File: config.mk
export PLATFORM = sky130hd
export DESIGN_NAME = mt_seed_gen_flat
export DESIGN_NICKNAME = d
export VERILOG_FILES = /design/src/rtl/mt_pkg.sv /design/src/rtl/mt_seed_gen_if.sv /design/src/rtl/mt_seed_step.sv /design/src/rtl/mt_seed_gen.sv /design/src/flat_wrapper.sv
export SDC_FILE = /design/constraint.sdc
export NUM_CORES = 1
export LEC_CHECK = 0
export CORE_ASPECT_RATIO = 0.9
export CORE_MARGIN = 3
export CORE_UTILIZATION = 60
export CTS_CLUSTER_DIAMETER = 50
export DETAILED_ROUTE_END_ITERATION = 7
export MAX_ROUTING_LAYER = met4
export PLACE_DENSITY = 0.86
export RECOVER_POWER = 50
export SYNTH_ARGS = -nofsm -noshare
export SYNTH_HDL_FRONTEND = slang
export SYNTH_SLANG_ARGS = --single-unit
File: constraint.sdc
create_clock -name clk -period 7.1 [get_ports clk]
set_input_delay 2.13 -clock clk [delete_from_list [all_inputs] [get_ports clk]]
set_output_delay 2.13 -clock clk [all_outputs]
set_load 0.02 [all_outputs]
File: src/rtl/mt_pkg.sv
// ============================================================================
// Module : mt_pkg
// Brief  : Shared types and constants for the Mersenne-Twister state seeder.
// Rev    : 1.0  initial release
// ============================================================================
`default_nettype none

package mt_pkg;

    typedef enum logic [1:0] {
        IDLE = 2'd0,
        RUN  = 2'd1,
        DONE = 2'd2
    } state_t;

    localparam logic [31:0] F32          = 32'h6C078965;
    localparam logic [63:0] F64          = 64'h5851F42D4C957F2D;
    localparam int          N32          = 624;
    localparam int          N64          = 312;
    localparam logic [31:0] DEFAULT_SEED = 32'd5489;

    // Right-shift applied to s_i before the multiply (30 for W=32, 62 for W=64).
    function automatic int shift_amt(input int w);
        return w - 2;
    endfunction

endpackage

`default_nettype wire

File: src/rtl/mt_seed_gen_if.sv
// ============================================================================
// Module : mt_seed_gen_if
// Brief  : Control handshake and state-RAM write port of the MT seeder.
// Rev    : 1.0  initial release
// ============================================================================
`default_nettype none

interface mt_seed_gen_if #(
    parameter int W      = 32,
    parameter int ADDR_W = 10
);
    logic              start;
    logic [W-1:0]      seed_value;
    logic              abort;
    logic              busy;
    logic              done;
    logic              wr_en;
    logic              wr_ready;
    logic [ADDR_W-1:0] wr_addr;
    logic [W-1:0]      wr_data;

    // master: the seeder itself; slave: the controlling FSM plus state RAM.
    modport master (
        input  start, seed_value, abort, wr_ready,
        output busy, done, wr_en, wr_addr, wr_data
    );

    modport slave (
        output start, seed_value, abort, wr_ready,
        input  busy, done, wr_en, wr_addr, wr_data
    );
endinterface

`default_nettype wire

File: src/rtl/mt_seed_step.sv
// ============================================================================
// Module : mt_seed_step
// Brief  : Next-word datapath s_{i+1} = F*(s_i ^ (s_i >> (W-2))) + (i+1).
//          Product and final add are exposed separately so a register can
//          be placed between them.
// Rev    : 1.0  initial release
// ============================================================================
`default_nettype none

module mt_seed_step
    import mt_pkg::*;
#(
    parameter int           W = 32,
    parameter logic [W-1:0] F = W'((W == 64) ? F64 : 64'(F32))
) (
    input  wire logic [W-1:0] s_cur,
    input  wire logic [W-1:0] prod_base,
    input  wire logic [W-1:0] idx,
    output logic      [W-1:0] prod,
    output logic      [W-1:0] next_word
);
    localparam int SH = shift_amt(W);

    logic [W-1:0] w_mixed;

    assign w_mixed   = s_cur ^ (s_cur >> SH);
    assign prod      = F * w_mixed;
    assign next_word = prod_base + idx;

endmodule

`default_nettype wire

File: src/rtl/mt_seed_gen.sv
// ============================================================================
// Module : mt_seed_gen
// Brief  : Mersenne-Twister state initialiser writing N seeded words into
//          the state RAM. Define MT_SEED_MULT_PIPE_EN to register the
//          product (one word per two cycles).
// Rev    : 1.0  initial release
// ============================================================================
`default_nettype none

module mt_seed_gen
    import mt_pkg::*;
#(
    parameter int           W      = 32,
    parameter int           N      = (W == 64) ? N64 : N32,
    parameter logic [W-1:0] F      = W'((W == 64) ? F64 : 64'(F32)),
    parameter int           ADDR_W = 10
) (
    input  wire logic     clk,
    input  wire logic     rst,
    mt_seed_gen_if.master bus
);
    localparam logic [ADDR_W-1:0] LAST_IDX = ADDR_W'(N - 1);

    state_t            r_state;
    state_t            w_state_nx;
    logic [W-1:0]      r_s;
    logic [W-1:0]      w_s_nx;
    logic [ADDR_W-1:0] r_idx;
    logic [ADDR_W-1:0] w_idx_nx;
    logic              r_valid;
    logic              w_valid_nx;

    logic              w_accept;
    logic              w_last;
    logic [ADDR_W-1:0] w_idx_inc;
    logic [W-1:0]      w_prod;
    logic [W-1:0]      w_next_word;
    logic [W-1:0]      w_prod_base;
    logic [W-1:0]      w_step_idx;

`ifdef MT_SEED_MULT_PIPE_EN
    logic              r_pend;
    logic              w_pend_nx;
    logic [W-1:0]      r_prod;
    logic [W-1:0]      w_prod_nx;

    // r_idx already holds i+1 while the registered product waits.
    assign w_prod_base = r_prod;
    assign w_step_idx  = W'(r_idx);
`else
    assign w_prod_base = w_prod;
    assign w_step_idx  = W'(w_idx_inc);
`endif

    mt_seed_step #(
        .W (W),
        .F (F)
    ) u_step (
        .s_cur     (r_s),
        .prod_base (w_prod_base),
        .idx       (w_step_idx),
        .prod      (w_prod),
        .next_word (w_next_word)
    );

    assign w_accept  = r_valid && bus.wr_ready;
    assign w_last    = (r_idx == LAST_IDX);
    assign w_idx_inc = r_idx + ADDR_W'(1);

    always_ff @(posedge clk) begin
        if (rst) begin
            r_state <= IDLE;
            r_s     <= '0;
            r_idx   <= '0;
            r_valid <= 1'b0;
`ifdef MT_SEED_MULT_PIPE_EN
            r_pend  <= 1'b0;
            r_prod  <= '0;
`endif
        end else begin
            r_state <= w_state_nx;
            r_s     <= w_s_nx;
            r_idx   <= w_idx_nx;
            r_valid <= w_valid_nx;
`ifdef MT_SEED_MULT_PIPE_EN
            r_pend  <= w_pend_nx;
            r_prod  <= w_prod_nx;
`endif
        end
    end

    always_comb begin
        w_state_nx = r_state;
        w_s_nx     = r_s;
        w_idx_nx   = r_idx;
        w_valid_nx = r_valid;
`ifdef MT_SEED_MULT_PIPE_EN
        w_pend_nx  = r_pend;
        w_prod_nx  = r_prod;
`endif
        case (r_state)
            IDLE: begin
                if (bus.start) begin
                    w_state_nx = RUN;
                    w_s_nx     = bus.seed_value;
                    w_idx_nx   = '0;
                    w_valid_nx = 1'b1;
`ifdef MT_SEED_MULT_PIPE_EN
                    w_pend_nx  = 1'b0;
`endif
                end
            end
            RUN: begin
                // Abort takes priority, even over acceptance of the last word.
                if (bus.abort) begin
                    w_state_nx = IDLE;
                    w_valid_nx = 1'b0;
`ifdef MT_SEED_MULT_PIPE_EN
                    w_pend_nx  = 1'b0;
`endif
                end else if (w_accept) begin
                    if (w_last) begin
                        w_state_nx = DONE;
                        w_valid_nx = 1'b0;
                    end else begin
                        w_idx_nx   = w_idx_inc;
`ifdef MT_SEED_MULT_PIPE_EN
                        w_valid_nx = 1'b0;
                        w_pend_nx  = 1'b1;
                        w_prod_nx  = w_prod;
`else
                        w_s_nx     = w_next_word;
                        w_valid_nx = 1'b1;
`endif
                    end
                end
`ifdef MT_SEED_MULT_PIPE_EN
                else if (r_pend) begin
                    w_s_nx     = w_next_word;
                    w_valid_nx = 1'b1;
                    w_pend_nx  = 1'b0;
                end
`endif
            end
            DONE: begin
                w_state_nx = IDLE;
            end
            default: begin
                w_state_nx = IDLE;
                w_valid_nx = 1'b0;
            end
        endcase
    end

    assign bus.busy    = (r_state != IDLE);
    assign bus.done    = (r_state == DONE);
    assign bus.wr_en   = r_valid;
    assign bus.wr_addr = r_idx;
    assign bus.wr_data = r_s;

endmodule

`default_nettype wire

File: src/flat_wrapper.sv
// flat-port wrapper written by rule: the top's interface ports become plain ports
module mt_seed_gen_flat import mt_pkg::*;
#(
    parameter int           W      = 32,
    parameter int           N      = (W == 64) ? N64 : N32,
    parameter logic [W-1:0] F      = W'((W == 64) ? F64 : 64'(F32)),
    parameter int           ADDR_W = 10
)
  (clk, rst, bus_start, bus_seed_value, bus_abort, bus_wr_ready, bus_busy, bus_done, bus_wr_en, bus_wr_addr, bus_wr_data);
  mt_seed_gen_if #(.W(W), .ADDR_W(ADDR_W)) bus_i ();
  input  wire logic clk;
  input  wire logic rst;
  input wire logic [$bits(bus_i.start)-1:0] bus_start;
  input wire logic [$bits(bus_i.seed_value)-1:0] bus_seed_value;
  input wire logic [$bits(bus_i.abort)-1:0] bus_abort;
  input wire logic [$bits(bus_i.wr_ready)-1:0] bus_wr_ready;
  output wire logic [$bits(bus_i.busy)-1:0] bus_busy;
  output wire logic [$bits(bus_i.done)-1:0] bus_done;
  output wire logic [$bits(bus_i.wr_en)-1:0] bus_wr_en;
  output wire logic [$bits(bus_i.wr_addr)-1:0] bus_wr_addr;
  output wire logic [$bits(bus_i.wr_data)-1:0] bus_wr_data;
  assign bus_i.start = bus_start;
  assign bus_i.seed_value = bus_seed_value;
  assign bus_i.abort = bus_abort;
  assign bus_i.wr_ready = bus_wr_ready;
  assign bus_busy = bus_i.busy;
  assign bus_done = bus_i.done;
  assign bus_wr_en = bus_i.wr_en;
  assign bus_wr_addr = bus_i.wr_addr;
  assign bus_wr_data = bus_i.wr_data;
  mt_seed_gen #(.W(W), .N(N), .F(F), .ADDR_W(ADDR_W)) u_core (.clk(clk), .rst(rst), .bus(bus_i));
endmodule
# Word-level counts from Yosys, hierarchy flattened
# Cells that the tools add are included.
# word_totals
rom_bits	0
out_inout_bits	45
latch_bits	0
ff_bits	45
mem_count	0
ram_bits	0
# op_classes
order_cmp	0
n_reduce_logical	7
n_eq_ne	9
shift	0
bitwise_logic	2
n_addsub	2
multipliers	1
div_mod_pow	0
n_mux	20
# ops
cell	count
32-bit two-way mux	4
32-bit case mux with 2 select lines	1
10-bit two-way mux	4
32-bit by 10-bit adder with 32-bit output	1
31-bit by 32-bit multiplier with 32-bit output (first input constant)	1
32-bit by 2-bit bitwise XOR with 32-bit output	1
10-bit case mux with 2 select lines	1
10-bit by 1-bit adder with 10-bit output (second input constant)	1
10-bit equality test (second input constant)	1
2-bit two-way mux	4
2-bit != test (second input constant)	3
3-bit by 2-bit != test with 1-bit output (second input constant)	2
3-bit AND reduction	2
5-bit AND reduction	1
1-bit two-way mux	4
2-bit case mux with 2 select lines	1
2-bit nonzero test	2
1-bit case mux with 3 select lines	1
2-bit by 1-bit equality test with 1-bit output (second input constant)	1
2-bit equality test (second input constant)	1
2-bit logical NOT	1
2-bit by 1-bit != test with 1-bit output (second input constant)	1
1-bit logical AND	1
1-bit NOT	1

# Logic depth before layout (Yosys ltp)
# logic_depth
word_depth	7
depth_mapped	24
depth_no_buf	24

# By module
# Synthesis repeated with hierarchy kept, for this count alone.
# unflattened
cells_unflattened	1288
area_unflattened_um2	11390.9
# by_module_without_submodules
mod	cells_per_inst	seq_area_each_um2	n_inst	area_each_um2
mt_seed_step	1001	0.0	1	9211.3
mt_seed_gen	287	900.9	1	2179.6

# Worst setup path before layout
# Ideal clock, no wire load.
# synth_path
path_kind	register to register
from	register u_core.r_s[31] (netlist: u_core.bus.wr_data[31])
to	register u_core.r_s[31] (netlist: u_core.bus.wr_data[31])
required_time_ns	6.997
n_path_buf	0
synth_period_minus_slack_ns	6.634
arrival_ns	6.530
setup_slack_ns	0.466
path_stages_with_launch	25
setup_ns	0.103
cell_sequence	dfxtp_1 xor2_1 xor2_1 ha_1 or2_2 ha_1 inv_1 fa_1 inv_1 ha_1 fa_1 fa_1 fa_1 inv_1 fa_1 inv_1 ha_1 a21o_1 a221o_1 a21oi_1 nand3_1 o21ai_1 a32oi_1 xnor2_1 a2111oi_2
# synth_between
elab_chain_len	7
# synth_rtl
item	line_no	source
start: declaration	mt_seed_gen.sv:26	logic [W-1:0] r_s;
start signal: assignment	mt_seed_gen.sv:82	r_s <= w_s_nx;
32-bit by 2-bit bitwise XOR with 32-bit output	mt_seed_step.sv:26	assign w_mixed = s_cur ^ (s_cur >> SH);
31-bit by 32-bit multiplier with 32-bit output	mt_seed_step.sv:27	assign prod = F * w_mixed;
32-bit by 10-bit adder with 32-bit output	mt_seed_step.sv:28	assign next_word = prod_base + idx;
32-bit two-way mux	mt_seed_gen.sv:122	if (w_last) begin
32-bit two-way mux	mt_seed_gen.sv:121	end else if (w_accept) begin
32-bit two-way mux	mt_seed_gen.sv:115	if (bus.abort) begin
32-bit case mux with 2 select lines	mt_seed_gen.sv:101	case (r_state)
# No other way between the ends. The select of a mux whose other input is x is not followed.
# A chain may end at the register's enable or synchronous reset.

# Final worst setup path
# layout_path
from	register u_core.r_s[30] (netlist: u_core.bus.wr_data[30])
to	register u_core.r_s[31] (netlist: u_core.bus.wr_data[31])
# Same word-level chain as after synthesis.

==> results.txt <==
----------------------------------------------------
[Critical path]
  Most common cell type on the critical path ... sky130_fd_sc_hd__fa_1
  Slowest stage cell on the critical path ... sky130_fd_sc_hd__fa_1
  Slowest cell delay on critical path ... 0.52 ns
  Worst path arrival time ... 6.86 ns
  Buffer and inverter count on the worst path ... 4
  Total number of cells along the worst setup path ... 24
  Critical-path cell list ... xor2_1 > xor2_1 > ha_1 > or2_2 > ha_1 > inv_1 > fa_1 > inv_1 > ha_1 > fa_1 > fa_1 > fa_1 > inv_1 > fa_1 > inv_1 > ha_1 > a21o_1 > a221o_1 > a21oi_1 > nand3_1 > o21ai_1 > a32oi_1 > xnor2_1 > a2111oi_2
  Setup crit end kind ... flip-flop
  Category of the critical setup timing path ... reg -> reg
  CP top delay family ... adder cells
  Path depth of the worst reg2reg path ... 24
  CP required ... 7.27 ns
  Critical Path Start Type ... flip-flop
  CP Max Fanout ... 7

[GRT]
  Global routing usage summed across all routing layers ... 31.76%
  Largest net degree at the start of global routing ... 50
  Vias in the first global route ... 8,745
  Global-route wire length before repair ... 44.68 mm
  Initial antenna violation count ... 0
  Gr ovfl total ... 0

[Routing]
  Vias after detailed routing ... 8,164
  Count of nets left with antenna violations after detail routing ... 0
  Vias per std cell ... 5.899
  Detailed router's first-iteration violation count ... 668
  Router iterations before antenna repair ... 5
  Wire length reported by the detailed router ... 27.76 mm
  Wirelength per Cell ... 20.06 microns
  Remaining design rule violation count ... 0

[Worst hold path]
  Hold depth ... 2
  Worst min path class ... reg -> reg

[Timing]
  Setup violations, final ... 0
  Maximum operating frequency ... 149.4 MHz
  Number of pins exceeding their max-slew limit in the final report ... 50
  Post-route fraction of the period consumed by the critical path ... 94.27%
  Fin Setup TNS ... 0 ns
  Unrepaired setup endpoints after global routing ... false
  Min cycle time layout ... 6.693 ns
  Transition at the pin with the smallest max-transition slack ... 2.430 ns
  Worst Setup Slack, final ... 0.4068 ns
  Setup skew after layout ... 0.01088 ns
  Number of failing hold endpoints at the final stage ... 0
  Worst-case headroom to the max-slew limit ... -61.98%

[Clock tree]
  H-tree levels ... 2
  Clock-pin transition on the worst setup and hold timing paths ... 0.06 ns
  Number of cells upsized or downsized after cts ... 0
  Clock buffer count from CTS ... 5
  Max Buffers Root-to-Sink ... 2
  Worst-skew pair later-pin latency ... 0.30 ns
  Number of sinks driven by the clock tree ... 45
  Cts-stage hold buffer count ... 0
  TritonCTS clock tree ... done
  Number of setup buffers added after CTS ... 0
  Root Buffer ... sky130_fd_sc_hd__clkbuf_16

[Finish]
  Commonest non-fill, non-tap cell in the layout ... sky130_fd_sc_hd__inv_1
  Filler cells ... 1,232
  Post-route cell area ... 11,670 sq um
  FF/Latch Area ... 900.9 sq um
  Multi-input combinational cell area ... 8434 sq um
  Diode insertion count for antenna repair ... 0
  Post-layout nets ... 1,604
  Share of post-route cells with drive strength above 1 ... 4.503%
  Layout Area Growth over Synthesis ... 13.04%
  Most frequent cells in the layout ... sky130_fd_sc_hd__inv_1 (239), sky130_fd_sc_hd__ha_1 (238), sky130_fd_sc_hd__fa_1 (153)

[Synthesis]
  Post-synthesis cell type with the largest combined area ... sky130_fd_sc_hd__fa_1
  Top cells by area in the synthesized netlist ... sky130_fd_sc_hd__fa_1 (30%), sky130_fd_sc_hd__ha_1 (29%), sky130_fd_sc_hd__dfxtp_1 (8.7%)
  Sequential fraction of the synthesis area ... 8.723%
  Synthesis Warnings ... 0
  Netlist Area Pre-Place ... 10,330 sq um
  Fraction of synthesized cell area taken by the top area cell type ... 29.66%
  Net Count, Synth ... 1,514
  Count of distinct cell types in the synthesized netlist ... 61
  Mapped Cells ... 1,086
  Number of flops mapped to enable cells by yosys ... 0
  Average footprint of a synthesized cell ... 9.510 sq um
  Fraction of synthesis flops using an asynchronous set or reset pin ... 0%
  Post-synth top flop ... sky130_fd_sc_hd__dfxtp_1
  Yosys reg bits ... 45

[Floorplanning]
  Core footprint ... 16,520 sq um
  Initial Util ... 62.53%
  # rows ... 44
  Boundary Pins ... 82
  Die Wd ... 144.3 microns
  DIE AREA ... 18,820 sq um
  Chip height ... 130.5 microns

[Placed design]
  Port Buffer Count ... 81
  Hpwl dp ... 22.88 mm
  Placement Setup Slack ... 0.5043 ns
  RD Place Congestion ... 0.9566
  Placement Cell Area ... 11,480 sq um

[Outcome]
  Failing checks ... max-capacitance violations, max-slew violations
  Run status ... complete, but fails checks

[Job]
  Max capacitance violation total ... 1

----------------------------------------------------
sequential cells by signal (all words and copies together) (netlist names):
| name | flops |
|---|---|
| u_core.bus.wr_data | 32 |
| u_core.bus.wr_addr | 10 |
| u_core.r_state | 2 |
| u_core.bus.wr_en | 1 |
layer usage:
metal	up-vias	GRT usage, %	wire [microns]
met5	-	-	0
li1	3734	-	-
met1	3965	41.81	11480
met2	369	50.67	12950
met3	96	4.840	2281
met4	0	10.81	1055
stage by stage:
stage / util (%) / hold slack [ns] / std cells
after floorplan: - / 0.5550 / 1086
after global placement: 69.54 / 0.4795 / 1376
after detailed placement: 69.54 / 0.4894 / 1376
after CTS: 70.69 / 0.4983 / 1384
after global routing: 70.68 / 0.5296 / 1384
final: 70.68 / 0.4894 / 1384
cell usage after synthesis, types with 3 or more instances:
| library cell | number |
|---|---|
| sky130_fd_sc_hd__a21oi_1 | 64 |
| sky130_fd_sc_hd__buf_2 | 6 |
| sky130_fd_sc_hd__and3_1 | 8 |
| sky130_fd_sc_hd__o21ai_0 | 13 |
| sky130_fd_sc_hd__nor2_1 | 47 |
| sky130_fd_sc_hd__a311oi_1 | 6 |
| sky130_fd_sc_hd__fa_1 | 153 |
| sky130_fd_sc_hd__o32ai_1 | 3 |
| sky130_fd_sc_hd__nand3b_1 | 3 |
| sky130_fd_sc_hd__nor3_1 | 13 |
| sky130_fd_sc_hd__nand4_1 | 3 |
| sky130_fd_sc_hd__nand2b_1 | 3 |
| sky130_fd_sc_hd__nand3_1 | 18 |
| sky130_fd_sc_hd__and2_1 | 4 |
| sky130_fd_sc_hd__clkbuf_1 | 15 |
| sky130_fd_sc_hd__inv_1 | 239 |
| sky130_fd_sc_hd__a21o_1 | 11 |
| sky130_fd_sc_hd__xor2_1 | 21 |
| sky130_fd_sc_hd__a211oi_1 | 15 |
| sky130_fd_sc_hd__o21ai_1 | 3 |
| sky130_fd_sc_hd__nand2_1 | 54 |
| sky130_fd_sc_hd__ha_1 | 238 |
| sky130_fd_sc_hd__dfxtp_1 | 45 |
| sky130_fd_sc_hd__o211ai_1 | 6 |
| sky130_fd_sc_hd__nor2b_1 | 6 |
| sky130_fd_sc_hd__xnor2_1 | 41 |
| sky130_fd_sc_hd__a221o_1 | 3 |
worst reg2reg max path: cells and delay by family, from the launching register on:
family	cells	cell delay, ns
DFF	1	0.43
and+or+nand+nor	2	0.41
adders and majority gates	9	3.42
xor gates and xnor gates	3	0.61
AOI/OAI and AO/OA	6	1.50
buffers and inverters	4	0.18
worst paths after layout:
check | to | from | slack (ns)
setup reg to reg | u_core.bus.wr_data[31] | u_core.bus.wr_data[30] | 0.41
setup / recovery | u_core.bus.wr_data[31] | u_core.bus.wr_data[30] | 0.41
hold reg to reg | u_core.bus.wr_en | u_core.bus.wr_en | 0.49
hold / removal | u_core.bus.wr_en | u_core.bus.wr_en | 0.49
cells by family (layout without fill, tap and decap cells):
| family | Yosys count | after routing | synth area share [%] |
|---|---|---|---|
| AOI/OAI and AO/OA | 151 | 151 | 9.838 |
| buffers and inverters | 262 | 353 | 9.632 |
| adders and majority gates | 391 | 391 | 58.49 |
| and+or+nand+nor | 174 | 174 | 7.960 |
| xor gates and xnor gates | 62 | 62 | 5.258 |
| muxes | 1 | 1 | 0.09693 |
| DFF | 45 | 45 | 8.723 |
cell type report:
class                   count  area share [%]
flip-flops and latches     45           7.717
clock buffers               5           1.072
inverters                 239           7.685
well taps                 207           2.219
clock inverters             3          0.5573
repair buffers            106           8.499
multi-input cells         779           72.25
Power is left out: the tool's default activity adds up to more than one toggle a clock period on the data nets, which glitch-free logic cannot reach.
